File: config.mk
export PLATFORM = sky130hd
export DESIGN_NAME = coax_tx_queue_flat
export DESIGN_NICKNAME = d
export VERILOG_FILES = /design/src/rtl/coax_pkg.sv /design/src/rtl/coax_tx_queue_if.sv /design/src/rtl/coax_fifo.sv /design/src/rtl/coax_tx_queue.sv /design/src/flat_wrapper.sv
export SDC_FILE = /design/constraint.sdc
export NUM_CORES = 1
export LEC_CHECK = 0
export BUFFER_PORTS_ARGS = -buffer_cell sky130_fd_sc_hd__buf_4
export CAP_MARGIN = 10
export CORE_MARGIN = 3
export CORE_UTILIZATION = 25
export CTS_CLUSTER_SIZE = 25
export DETAILED_ROUTE_END_ITERATION = 8
export GPL_ROUTABILITY_DRIVEN = 0
export PLACE_DENSITY = 0.35
export SYNTH_ARGS = -nofsm -noshare
export SYNTH_HDL_FRONTEND = slang
export SYNTH_SLANG_ARGS = --single-unit
File: constraint.sdc
create_clock -name clk -period 3.48 [get_ports clk]
set_input_delay 0.696 -clock clk [delete_from_list [all_inputs] [get_ports clk]]
set_output_delay 0.696 -clock clk [all_outputs]
set_load 0.01 [all_outputs]
File: src/rtl/coax_pkg.sv
// Shared constants and sequencer state encoding for the coax transmit queue.
package coax_pkg;

  localparam int COAX_WORD_WIDTH = 10;

  typedef enum logic [1:0] {
    IDLE  = 2'd0,
    SEND  = 2'd1,
    WAIT  = 2'd2,
    DRAIN = 2'd3
  } coax_state_t;

endpackage

File: src/rtl/coax_tx_queue_if.sv
// Host-side enqueue/start signals plus the coax_tx data/strobe handshake.
// Optional feature macro: COAX_TX_QUEUE_ERROR_EN adds the sticky error flag.
interface coax_tx_queue_if #(
  parameter int DEPTH = 16
);
  import coax_pkg::*;

  localparam int CW = $clog2(DEPTH) + 1;

  logic [COAX_WORD_WIDTH-1:0] data;
  logic                       write_strobe;
  logic                       start_strobe;
  logic                       full;
  logic                       empty;
  logic [CW-1:0]              count;
  logic                       active;
  logic [COAX_WORD_WIDTH-1:0] tx_data;
  logic                       tx_strobe;
  logic                       tx_ready;
  logic                       tx_active;
`ifdef COAX_TX_QUEUE_ERROR_EN
  logic                       error;
`endif

  // Host plus coax_tx side.
  modport master (
    output data, write_strobe, start_strobe, tx_ready, tx_active,
    input  full, empty, count, active, tx_data, tx_strobe
`ifdef COAX_TX_QUEUE_ERROR_EN
    , input error
`endif
  );

  // The queue itself.
  modport slave (
    input  data, write_strobe, start_strobe, tx_ready, tx_active,
    output full, empty, count, active, tx_data, tx_strobe
`ifdef COAX_TX_QUEUE_ERROR_EN
    , output error
`endif
  );

endinterface

File: src/rtl/coax_fifo.sv
// Single-clock FIFO with first-word-fall-through head. A push while full or a
// pop while empty is ignored; full/empty decode the registered count.
module coax_fifo #(
  parameter int DEPTH = 16,
  parameter int WIDTH = 10
) (
  input  logic                     clk,
  input  logic                     reset,
  input  logic                     push,
  input  logic                     pop,
  input  logic [WIDTH-1:0]         din,
  output logic [WIDTH-1:0]         head,
  output logic [$clog2(DEPTH):0]   count,
  output logic                     full,
  output logic                     empty
);
  localparam int AW = $clog2(DEPTH);

  logic [DEPTH-1:0][WIDTH-1:0] mem;
  logic [AW-1:0]               wr_ptr, rd_ptr;
  logic                        do_push, do_pop;

  assign full    = (count == (AW+1)'(DEPTH));
  assign empty   = (count == '0);
  assign do_push = push && !full;
  assign do_pop  = pop && !empty;
  assign head    = mem[rd_ptr];

  // Storage write; contents need no reset since count gates visibility.
  always_ff @(posedge clk) begin
    if (do_push) mem[wr_ptr] <= din;
  end

  // Pointers wrap naturally (DEPTH is a power of two); count tracks occupancy.
  always_ff @(posedge clk) begin
    if (reset) begin
      wr_ptr <= '0;
      rd_ptr <= '0;
      count  <= '0;
    end else begin
      if (do_push) wr_ptr <= wr_ptr + 1'b1;
      if (do_pop)  rd_ptr <= rd_ptr + 1'b1;
      case ({do_push, do_pop})
        2'b10:   count <= count + 1'b1;
        2'b01:   count <= count - 1'b1;
        default: count <= count;
      endcase
    end
  end

endmodule

File: src/rtl/coax_tx_queue.sv
// Word queue and frame sequencer feeding coax_tx. A start strobe releases the
// queued words back-to-back as one frame; words written before the queue runs
// dry are appended to the frame in flight.
// Optional feature macro: COAX_TX_QUEUE_ERROR_EN (sticky overflow/misuse flag).
module coax_tx_queue
  import coax_pkg::*;
#(
  parameter int DEPTH = 16
) (
  input  logic           clk,
  input  logic           reset,
  coax_tx_queue_if.slave bus
);

  coax_state_t                state, state_nxt;
  logic                       strobe_nxt;
  logic [COAX_WORD_WIDTH-1:0] head;
  logic                       do_push;

  // Full is the registered flag, so a write while full drops even on a pop cycle.
  assign do_push = bus.write_strobe && !bus.full;

  coax_fifo #(.DEPTH(DEPTH), .WIDTH(COAX_WORD_WIDTH)) u_fifo (
    .clk   (clk),
    .reset (reset),
    .push  (do_push),
    .pop   (bus.tx_strobe),
    .din   (bus.data),
    .head  (head),
    .count (bus.count),
    .full  (bus.full),
    .empty (bus.empty)
  );

  // Sequencer state register.
  always_ff @(posedge clk) begin
    if (reset) state <= IDLE;
    else       state <= state_nxt;
  end

  // Next-state: SEND hands off one word per ready period, WAIT holds until
  // coax_tx drops ready, DRAIN lets coax_tx finish the frame on its own.
  always_comb begin
    state_nxt = state;
    case (state)
      IDLE:  if (bus.start_strobe && !bus.empty) state_nxt = SEND;
      SEND:  if (bus.empty)                      state_nxt = DRAIN;
             else if (bus.tx_ready)              state_nxt = WAIT;
      WAIT:  if (!bus.tx_ready)                  state_nxt = SEND;
      DRAIN: if (!bus.tx_active)                 state_nxt = IDLE;
      default:                                   state_nxt = IDLE;
    endcase
  end

  // Outputs decoded from state; the strobe is registered below.
  always_comb begin
    strobe_nxt = (state == SEND) && !bus.empty && bus.tx_ready;
  end

  assign bus.active = (state != IDLE);

  // Strobe register; tx_data only changes on a strobe so it holds between words.
  always_ff @(posedge clk) begin
    if (reset) begin
      bus.tx_strobe <= 1'b0;
      bus.tx_data   <= '0;
    end else begin
      bus.tx_strobe <= strobe_nxt;
      if (strobe_nxt) bus.tx_data <= head;
    end
  end

`ifdef COAX_TX_QUEUE_ERROR_EN
  // Sticky flag: write into a full queue or start during a frame.
  always_ff @(posedge clk) begin
    if (reset) bus.error <= 1'b0;
    else if ((bus.write_strobe && bus.full) || (bus.start_strobe && bus.active))
      bus.error <= 1'b1;
  end
`endif

endmodule
File: src/flat_wrapper.sv
// flat-port wrapper written by rule: the top's interface ports become plain ports
module coax_tx_queue_flat import coax_pkg::*;
#(
  parameter int DEPTH = 16
)
  (clk, reset, bus_data, bus_write_strobe, bus_start_strobe, bus_tx_ready, bus_tx_active, bus_full, bus_empty, bus_count, bus_active, bus_tx_data, bus_tx_strobe);
  coax_tx_queue_if #(.DEPTH(DEPTH)) bus_i ();
  input  logic clk;
  input  logic reset;
  input wire logic [$bits(bus_i.data)-1:0] bus_data;
  input wire logic [$bits(bus_i.write_strobe)-1:0] bus_write_strobe;
  input wire logic [$bits(bus_i.start_strobe)-1:0] bus_start_strobe;
  input wire logic [$bits(bus_i.tx_ready)-1:0] bus_tx_ready;
  input wire logic [$bits(bus_i.tx_active)-1:0] bus_tx_active;
  output wire logic [$bits(bus_i.full)-1:0] bus_full;
  output wire logic [$bits(bus_i.empty)-1:0] bus_empty;
  output wire logic [$bits(bus_i.count)-1:0] bus_count;
  output wire logic [$bits(bus_i.active)-1:0] bus_active;
  output wire logic [$bits(bus_i.tx_data)-1:0] bus_tx_data;
  output wire logic [$bits(bus_i.tx_strobe)-1:0] bus_tx_strobe;
  assign bus_i.data = bus_data;
  assign bus_i.write_strobe = bus_write_strobe;
  assign bus_i.start_strobe = bus_start_strobe;
  assign bus_i.tx_ready = bus_tx_ready;
  assign bus_i.tx_active = bus_tx_active;
  assign bus_full = bus_i.full;
  assign bus_empty = bus_i.empty;
  assign bus_count = bus_i.count;
  assign bus_active = bus_i.active;
  assign bus_tx_data = bus_i.tx_data;
  assign bus_tx_strobe = bus_i.tx_strobe;
  coax_tx_queue #(.DEPTH(DEPTH)) u_core (.clk(clk), .reset(reset), .bus(bus_i));
endmodule
==> flow_summary_export.csv, run 1 <==
group,metric,value,unit
synth,synth_area,7480,um^2
clocking,cts-htree-levels,4,
clocking,cts_buffers,17,
sta,whs,0.510,ns
worst_hold_path,min_path_type,"register to register",
die,initial_core_util,25.7,%
routing,first_pass_iters,4,
routing,viasPerCell,4.42,
synth,ys_seq_area_share,71.2,%
synth,ys_ff_latch,186,
synth,ys_top_cells_by_area,"edfxtp_1 (64%), mux4_2 (12%), dfxtp_1 (7.0%), nor2_1 (1.8%), mux2i_1 (1.7%)",
setup_path,cp-start-kind,"register",
synth,synth_common_cells,"edfxtp_1 (160), mux4_2 (41), nor2_1 (36), dfxtp_1 (26), mux2i_1 (13)",
global_route,grt_pass1_vias,4096,
setup_path,crit_fanout,10,
power,p_sw,983,uW
cells_and_area,nets,483,
setup_path,r2r-start,"u_core.u_fifo.count[1]",
sta,setup-violations-final,0,
synth,synth_enable_flop_cells,160,
sta,finalWorstSetupSlack,0.512,ns
worst_hold_path,hold_start,"u_core.bus.tx_data[5]",
cells_and_area,fill_cells,2884,
setup_path,path_cells,"or4_4 -> o21ai_1 -> inv_1 -> ha_1 -> xor2_1 -> ha_1 -> a211o_1 -> a21oi_1 -> a211o_1 -> nand3_1",
routing,vias,3775,
sta,grt_setup_unrepaired,"no",
setup_path,cp.required,3.80,ns
synth,synth_ff_type,"edfxtp_1",
setup_path,rr_endpoint,"u_core.u_fifo.count[4]",
place,dpl-instance-area,8310,um^2
setup_path,critPathCapture,"u_core.u_fifo.count[4]",
clocking,clk_pin_slew_worst_paths,0.07,ns
die,die_h,179,um
global_route,antenna_found_initial,0,
outcome,outcome,"finished clean",
routing,final_antenna_net_count,0,
setup_path,cp_slowest_stage_delay,0.63,ns
clocking,post_cts_resized,0,
die,core_area,29100,um^2
power,max-vdd-ir-drop,0.000299,V
clocking,cts_sinks,186,
sta,setup_tns,0,ns
synth,synth_cells,407,
power,p_seq_share,54.8,%
power,p_leak,0.00287,uW
die,dieArea,32000,um^2
power,clock_power_share,41.0,%
synth,synth_warnings,0,
power,combPwrFrac,4.2,%
synth,yosys.area.top_type_share,64.2,%
routing,routedWlPerCell,21.4,um
die,rows,62,
sta,fin_crit,2.97,ns
global_route,grt_max_degree,27,
cells_and_area,fin_area,8860,um^2
clocking,clock_latency,0.43,ns
setup_path,reg2reg_slack,0.51,ns
place,pre_cts_ws,0.542,ns
setup_path,critPathKind,"register to register",
clocking,cts_tree,"yes",
setup_path,startpoint,"u_core.u_fifo.count[1]",
cells_and_area,antenna_cells,0,
power,switching_share,21.8,%
synth,syn-mean-instance-area,18.4,um^2
clocking,cts_buffer_depth,2,
synth,synthDistinctLibCells,46,
sta,slew_headroom,47.5,%
flow_run,drv_cap,0,
sta,max_freq,0.337,GHz
routing,dr.first_iter.drc_count,229,
clocking,postCtsHoldBufs,0,
clocking,cts_setup_buffers,0,
sta,tightest_slew,0.788,ns
sta,finClkSkew,0.0116,ns
cells_and_area,drive_gt1_share,31.5,%
place,post-dp-hpwl,11300,um
power,powerDensity,509,nW/um^2
sta,drv_slew,0,
setup_path,worstPathArrival,3.29,ns
global_route,track_usage,12.1,%
setup_path,cp_slowest_cell,"or4_4",
setup_path,reg2reg_depth,10,
global_route,gr-total-overflow,0,
routing,drc,0,
place,io_buffers,34,
power,p_int,3530,uW
global_route,grt_pass1_wl,27300,um
synth,synth.most_common_cell,"edfxtp_1",
synth,syn-num-nets,432,
cells_and_area,syn_to_final_growth,18.4,%
synth,synthArstFlopShare,0,%
sta,period_share,85.3,%
sta,hold_viol,0,
setup_path,endpoint_kind,"register",
die,ios,35,
synth,yosysTopAreaCell,"edfxtp_1",
die,die_x,179,um
routing,drt_wl_total,18300,um
clocking,clockRootBuffer,"clkbuf_16",
-- state kept, by name (all words and copies together), names as in the netlist --
register,flops
u_core.bus.tx_data,10
u_core.bus.tx_strobe,1
u_core.state,2
u_core.u_fifo.count,5
u_core.u_fifo.mem,160
u_core.u_fifo.rd_ptr,4
u_core.u_fifo.wr_ptr,4
-- power groups by stage --
stage                     clock, uW  combinational [uW]  sequential [uW]
after floorplan                   0                 107             2520
after global placement            0                 195             2520
after detailed placement          0                 197             2520
after CTS                      1910                 197             2470
after global routing           2010                 214             2480
final                          1850                 192             2470
-- worst max-delay path, delay by kind of cell, from the launching register on --
kind	cells	cell delay, ns
AND/OR/NAND/NOR	2	0.68
XOR/XNOR	1	0.18
adder cells (fa/ha/maj)	2	0.55
buffers and inverters	1	0.11
flip-flops	1	0.41
AO/OA/AOI/OAI	4	0.91
-- metal layers --
layer  vias to the layer above  part of all wire (%)  GRT usage (%)
li1                       1721                     -              -
met1                      1976                    45           16.2
met2                        68                    50           20.2
met3                        10                   4.3           2.69
met4                         0                  0.71           2.53
met5                         -                     0              0
-- area by class of cell --
class | instances | area [um^2] | share of cell area (%)
Clock buffer | 20 | 437 | 4.93
Clock inverter | 11 | 115 | 1.30
Inverter | 8 | 30.0 | 0.339
Multi-Input combinational cell | 189 | 2020 | 22.8
Sequential cell | 186 | 5330 | 60.2
Tap cell | 384 | 480 | 5.42
Timing Repair Buffer | 56 | 445 | 5.03
-- placed cells by master (no fill, tap or decap), types with 2 or more instances in the layout --
| cell | n |
|---|---|
| nor4_1 | 2 |
| inv_6 | 4 |
| nor3_2 | 4 |
| dfxtp_2 | 3 |
| clkbuf_1 | 3 |
| o21ai_0 | 4 |
| a211o_1 | 2 |
| o211ai_1 | 4 |
| a21oi_1 | 5 |
| a21o_1 | 2 |
| and3_1 | 3 |
| mux2_2 | 10 |
| a221o_1 | 10 |
| nand3_1 | 2 |
| edfxtp_1 | 160 |
| xor2_1 | 8 |
| nand2b_1 | 4 |
| dfxtp_1 | 23 |
| mux2i_1 | 13 |
| nor2_1 | 36 |
| buf_12 | 2 |
| clkbuf_16 | 17 |
| buf_4 | 54 |
| nand2_1 | 8 |
| nor3_1 | 2 |
| mux4_2 | 41 |
| inv_1 | 8 |
| clkinvlp_4 | 4 |
| ha_1 | 9 |
-- logic make-up (layout without fill, tap and decap cells) --
| logic type | after synthesis | count (layout) | synth area share (%) |
|---|---|---|---|
| compound gates | 37 | 37 | 4.08 |
| mux | 64 | 64 | 15.6 |
| fa+ha+maj | 9 | 9 | 1.51 |
| buf+inv | 32 | 95 | 2.06 |
| flops | 186 | 186 | 71.2 |
| xor+xnor | 9 | 9 | 1.05 |
| simple gates | 70 | 70 | 4.53 |
-- how the worst min path moves through the flow --
stage | end | slack, ns | cells after the start
after floorplan | u_core.bus.tx_strobe | 0.51 | 1
after global placement | u_core.bus.tx_data[6] | 0.48 | 1
after detailed placement | u_core.bus.tx_data[4] | 0.49 | 1
after CTS | u_core.bus.tx_data[8] | 0.51 | 1
after global routing | u_core.bus.tx_data[7] | 0.52 | 1
final | u_core.bus.tx_data[5] | 0.51 | 1
-- metrics by stage --
| stage | total power, uW | util [%] | std cells |
|---|---|---|---|
| after floorplan | 2620 | - | 407 |
| after global placement | 2720 | 28.6 | 823 |
| after detailed placement | 2720 | 28.6 | 823 |
| after CTS | 4580 | 30.5 | 854 |
| after global routing | 4700 | 30.5 | 854 |
| final | 4510 | 30.5 | 854 |
No activity file was read; power rests on OpenSTA's default activity.
==> run 2, diff against run 1 <==
--- a/config.mk
+++ b/config.mk
@@ -8,11 +8,11 @@
 export BUFFER_PORTS_ARGS = -buffer_cell sky130_fd_sc_hd__buf_4
 export CAP_MARGIN = 10
 export CORE_MARGIN = 3
-export CORE_UTILIZATION = 25
+export CORE_UTILIZATION = 55
 export CTS_CLUSTER_SIZE = 25
 export DETAILED_ROUTE_END_ITERATION = 8
 export GPL_ROUTABILITY_DRIVEN = 0
-export PLACE_DENSITY = 0.35
+export PLACE_DENSITY = 0.69
 export SYNTH_ARGS = -nofsm -noshare
 export SYNTH_HDL_FRONTEND = slang
 export SYNTH_SLANG_ARGS = --single-unit
==> run 2 against run 1 <==
  * Clock skew down 0.0038 ns
  * Critical path depth unchanged
  * Register-to-register slack worse by 0.02 ns
  * Die area down 53%
  * Final area is 2.1% lower
  * Maximum frequency is 0.72% lower
  * Non-clock buffer count up 4
  * First-iteration DRC count grew 38%
  * Setup slack got worse by 0.022 ns
  * Critical path type unchanged
  * Largest cell class unchanged
  * Largest power group unchanged
  * Highest routed layer unchanged
==> flow_summary_export.csv, run 2 (synthesis gave the netlist of run 1 again) <==
group,metric,value,unit
cells_and_area,nets,487,
clocking,post_cts_resized,0,
global_route,grt_pass1_wl,22200,um
outcome,outcome,"finished clean",
routing,routedWlPerCell,21.9,um
die,dieArea,15000,um^2
setup_path,endpoint_kind,"register",
setup_path,reg2reg_depth,10,
sta,drv_slew,0,
routing,first_pass_iters,5,
die,rows,41,
place,io_buffers,34,
sta,max_freq,0.335,GHz
routing,drt_wl_total,14200,um
die,die_x,123,um
clocking,clockRootBuffer,"clkbuf_16",
sta,setup-violations-final,0,
cells_and_area,layout_common_cells,"edfxtp_1 (160), buf_4 (58), mux4_2 (41)",
clocking,cts_tree,"yes",
cells_and_area,syn_to_final_growth,16.0,%
place,post-dp-hpwl,8850,um
sta,fin_crit,2.99,ns
power,total_power,4670,uW
setup_path,rr_endpoint,"u_core.u_fifo.count[2]",
sta,setup_tns,0,ns
worst_hold_path,hold_start,"u_core.bus.tx_data[8]",
setup_path,cp-start-kind,"register",
global_route,antenna_found_initial,0,
routing,drc,0,
clocking,cts-htree-levels,4,
power,powerDensity,538,nW/um^2
routing,final_antenna_net_count,0,
routing,vias,3813,
clocking,postCtsHoldBufs,0,
sta,tightest_slew,0.692,ns
global_route,grt_max_degree,43,
cells_and_area,final_common_cell,"edfxtp_1",
worst_hold_path,hold_end,"u_core.bus.tx_data[8]",
cells_and_area,regMostFlops,"u_core.u_fifo.mem",
power,p_leak,0.00292,uW
power,max-vdd-ir-drop,0.000483,V
setup_path,crit_fanout,10,
clocking,cts_buffers,17,
die,initial_core_util,57.6,%
global_route,grt_pass1_vias,3831,
clocking,cts_buffer_depth,2,
sta,period_share,85.9,%
setup_path,worstPathArrival,3.34,ns
cells_and_area,antenna_cells,0,
setup_path,cp.required,3.83,ns
clocking,cts_sinks,186,
routing,viasPerCell,5.89,
worst_hold_path,whs_path_depth,1,
cells_and_area,fin_area,8670,um^2
clocking,clock_latency,0.42,ns
die,ios,35,
sta,grt_setup_unrepaired,"no",
flow_run,drv_cap,0,
clocking,clk_pin_slew_worst_paths,0.06,ns
clocking,cts_setup_buffers,0,
sta,whs,0.499,ns
cells_and_area,drive_gt1_share,31.6,%
die,die_h,123,um
die,core_area,13000,um^2
cells_and_area,final_cells,647,
setup_path,r2r-start,"u_core.u_fifo.count[1]",
setup_path,critPathKind,"register to register",
place,dpl-instance-area,8050,um^2
global_route,track_usage,20.9,%
global_route,gr-total-overflow,0,
sta,hold_viol,0,
cells_and_area,reg.largest.list,"u_core.u_fifo.mem: 160 flops, u_core.bus.tx_data: 10 flops, u_core.u_fifo.count: 5 flops",
place,dp_cells,615,
worst_hold_path,min_path_type,"register to register",
routing,dr.first_iter.drc_count,316,
sta,slew_headroom,53.7,%
setup_path,reg2reg_slack,0.49,ns
cells_and_area,largest_reg_flops,160,
sta,finClkSkew,0.00780,ns
-- run 2: cell types whose count changed in the layout (fill, tap and decap cells not counted) --
cell / previous run / this run
buf_4: 54 / 58
nor3_1: 2 / 6
nor3_2: 4 / 0
bufinv_16: 1 / 4
clkinv_4: 1 / 4
clkinvlp_4: 4 / 1
clkbuf_1: 3 / 1
clkinv_2: 0 / 2
inv_6: 4 / 2
clkinv_1: 0 / 1
inv_8: 1 / 0
-- run 2: area by class of cell --
cell class,count,area [um^2]
Sequential cell,186,5330
Fill cell,845,4300
Multi-Input combinational cell,189,2000
Timing Repair Buffer,60,475
Clock buffer,18,429
Tap cell,172,215
Clock inverter,14,194
Inverter,8,30.0
-- run 2: how the worst max path moves through the flow --
stage,start,endpoint,cells after the start
finish,u_core.u_fifo.count[1],u_core.u_fifo.count[2],10
global route,u_core.u_fifo.count[1],u_core.u_fifo.count[4],10
CTS,u_core.u_fifo.count[1],u_core.u_fifo.count[4],10
detailed placement,u_core.u_fifo.count[1],u_core.u_fifo.count[2],10
global placement,u_core.u_fifo.count[1],u_core.u_fifo.count[4],10
floorplan,u_core.u_fifo.count[1],u_core.u_fifo.count[2],13
-- run 2: report_power, final --
group / switching [uW] / total (uW) / internal (uW)
clock network: 802 / 2010 / 1210
registers: 20.3 / 2470 / 2450
logic: 105 / 187 / 81.6
-- run 2: stage by stage --
step | setup slack, ns | util [%]
detailed placement | 0.545 | 62.0
CTS | 0.511 | 66.8
finish | 0.491 | 66.8
floorplan | 0.590 | -
global route | 0.242 | 66.8
global placement | 0.641 | 62.0
-- run 2: layer usage --
layer,track usage (%),part of all wire [%]
met1,28.2,42
met2,33.7,51
met3,6.22,6.3
met4,5.53,0.71
met5,0,0
-- run 2: critical path: stages, from the launching register on --
cell and delay, ns:
dfxtp_1 0.40, or4_4 0.63, o21ai_1 0.30, inv_1 0.11, ha_1 0.32, xor2_1 0.19
ha_1 0.24, a21oi_1 0.18, xor2_1 0.10, or3_1 0.32, a21oi_1 0.14
==> run 3, diff against run 2 <==
==> constraint.sdc (replaced) <==
create_clock -name clk -period 3.48 [get_ports clk]
set_input_delay 0.696 -clock clk [delete_from_list [all_inputs] [get_ports clk]]
set_output_delay 0.696 -clock clk [all_outputs]
set_load 0.1 [all_outputs]
==> run 3 against run 2 <==
  * Setup slack worse by 0.0035 ns
  * Wire length grew 4.3%
  * Non-clock buffer count shrank 2
  * Clock power increased by 8%
  * Sequential share of layout area decreased by 0.12 points
  * Largest power group unchanged
==> flow_summary_export.csv, run 3 (synthesis gave the netlist of run 1 again) <==
group,metric,value,unit
outcome,outcome,"finished clean",
global_route,track_usage,21.6,%
routing,viasPerCell,6.04,
clocking,cts-htree-levels,4,
setup_path,endpoint_kind,"register",
cells_and_area,largest_reg_flops,160,
global_route,grt_pass1_wl,23100,um
sta,slew_headroom,45.2,%
cells_and_area,fin_area,8690,um^2
sta,finClkSkew,0.00700,ns
clocking,clock_latency,0.43,ns
die,ios,35,
sta,drv_slew,0,
setup_path,r2r-start,"u_core.u_fifo.count[1]",
cells_and_area,reg.largest.list,"u_core.u_fifo.mem: 160 flops, u_core.bus.tx_data: 10 flops, u_core.u_fifo.count: 5 flops",
clocking,cts_tree,"yes",
routing,first_pass_iters,4,
routing,dr.first_iter.drc_count,297,
place,post-dp-hpwl,9560,um
die,dieArea,15000,um^2
setup_path,rr_endpoint,"u_core.u_fifo.count[4]",
flow_run,drv_cap,0,
cells_and_area,syn_to_final_growth,16.2,%
power,p_leak,0.00292,uW
power,powerDensity,563,nW/um^2
sta,finalWorstSetupSlack,0.487,ns
power,p_int,3900,uW
setup_path,cp_slowest_stage_delay,0.64,ns
clocking,cts_sinks,186,
sta,period_share,86.0,%
sta,fin_crit,2.99,ns
setup_path,cp_slowest_cell,"or4_4",
setup_path,cp-start-kind,"register",
worst_hold_path,min_path_type,"register to register",
clocking,cts_buffer_depth,2,
global_route,antenna_found_initial,0,
power,p_seq_share,50.5,%
cells_and_area,final_common_cell,"edfxtp_1",
clocking,postCtsHoldBufs,0,
sta,setup-violations-final,0,
die,die_x,123,um
routing,drc,0,
routing,final_antenna_net_count,0,
die,core_area,13000,um^2
cells_and_area,layout_common_cells,"edfxtp_1 (160), buf_4 (58), mux4_2 (41)",
setup_path,cp.required,3.79,ns
sta,setup_tns,0,ns
clocking,cts_buffers,17,
clocking,post_cts_resized,0,
cells_and_area,drive_gt1_share,31.7,%
global_route,gr-total-overflow,0,
clocking,clk_pin_slew_worst_paths,0.06,ns
setup_path,crit_fanout,10,
cells_and_area,regMostFlops,"u_core.u_fifo.mem",
power,combPwrFrac,5.2,%
die,initial_core_util,57.6,%
die,die_h,123,um
global_route,grt_pass1_vias,4114,
cells_and_area,antenna_cells,0,
sta,max_freq,0.334,GHz
power,total_power,4900,uW
clocking,cts_setup_buffers,0,
worst_hold_path,whs_path_depth,1,
setup_path,critPathCapture,"u_core.u_fifo.count[4]",
routing,vias,3898,
setup_path,reg2reg_depth,10,
power,switching_share,20.3,%
global_route,grt_max_degree,24,
place,io_buffers,34,
sta,tightest_slew,0.822,ns
power,p_sw,994,uW
place,pre_cts_ws,0.543,ns
routing,drt_wl_total,14800,um
setup_path,reg2reg_slack,0.49,ns
setup_path,startpoint,"u_core.u_fifo.count[1]",
sta,grt_setup_unrepaired,"no",
clocking,clockRootBuffer,"clkbuf_16",
power,max-vdd-ir-drop,0.000427,V
sta,whs,0.492,ns
place,dpl-instance-area,8010,um^2
routing,routedWlPerCell,22.9,um
die,rows,41,
setup_path,critPathKind,"register to register",
setup_path,worstPathArrival,3.31,ns
cells_and_area,nets,485,
power,clock_power_share,44.3,%
setup_path,path_cells,"or4_4 -> o21ai_1 -> inv_1 -> ha_1 -> xor2_1 -> ha_1 -> a211o_1 -> a21oi_1 -> a211o_1 -> nand3_1",
sta,hold_viol,0,
==> run 3: cell count changes in the layout (fill, tap and decap cells not counted), sizes merged <==
cell,before,now
buf,60,58
clkinvlp,1,2
bufinv,4,6
clkinv,7,2
inv,10,11
clkbuf,18,19
==> run 3: metal layers <==
layer,GRT usage (%),vias to the layer above,wire length [um]
met3,4.93,30,889
met5,0,-,0
li1,-,1735,-
met4,9.10,0,355
met2,35.9,131,7550
met1,27.7,2002,5990
==> run 3: cell type report <==
| type | instances | area, um^2 |
|---|---|---|
| Sequential cell | 186 | 5330 |
| Clock inverter | 13 | 235 |
| Multi-Input combinational cell | 189 | 2000 |
| Fill cell | 860 | 4290 |
| Timing Repair Buffer | 58 | 435 |
| Tap cell | 172 | 215 |
| Clock buffer | 19 | 443 |
| Inverter | 8 | 30.0 |
==> run 3: critical path: cells and delay by family, from the launching register on <==
kind	cells	cell delay, ns
AOI/OAI and AO/OA	4	0.91
adders and majority gates	2	0.55
DFF	1	0.41
and+or+nand+nor	2	0.69
buffers and inverters	1	0.12
xor gates and xnor gates	1	0.19
==> run 3: metrics by stage <==
step | util (%) | cells
after floorplan | - | 407
after global placement | 61.7 | 613
after detailed placement | 61.7 | 613
after CTS | 67.0 | 645
after global routing | 67.0 | 645
final | 67.0 | 645
==> run 3: how the worst min path moves through the flow <==
stage / start / endpoint / slack, ns
6_report: u_core.bus.tx_data[6] / u_core.bus.tx_data[6] / 0.49
5_1_grt: u_core.bus.tx_data[8] / u_core.bus.tx_data[8] / 0.51
4_1_cts: u_core.bus.tx_data[8] / u_core.bus.tx_data[8] / 0.50
3_5_place_dp: u_core.bus.tx_data[8] / u_core.bus.tx_data[8] / 0.48
3_3_place_gp: u_core.bus.tx_data[2] / u_core.bus.tx_data[2] / 0.47
2_1_floorplan: u_core.state[1] / u_core.bus.tx_strobe / 0.51
==> run 3: power groups by stage <==
stage | registers [uW] | logic (uW) | clock network, uW
global route | 2480 | 271 | 2280
CTS | 2470 | 256 | 2200
global placement | 2520 | 247 | 0
detailed placement | 2520 | 254 | 0
floorplan | 2550 | 137 | 0
finish | 2470 | 253 | 2170
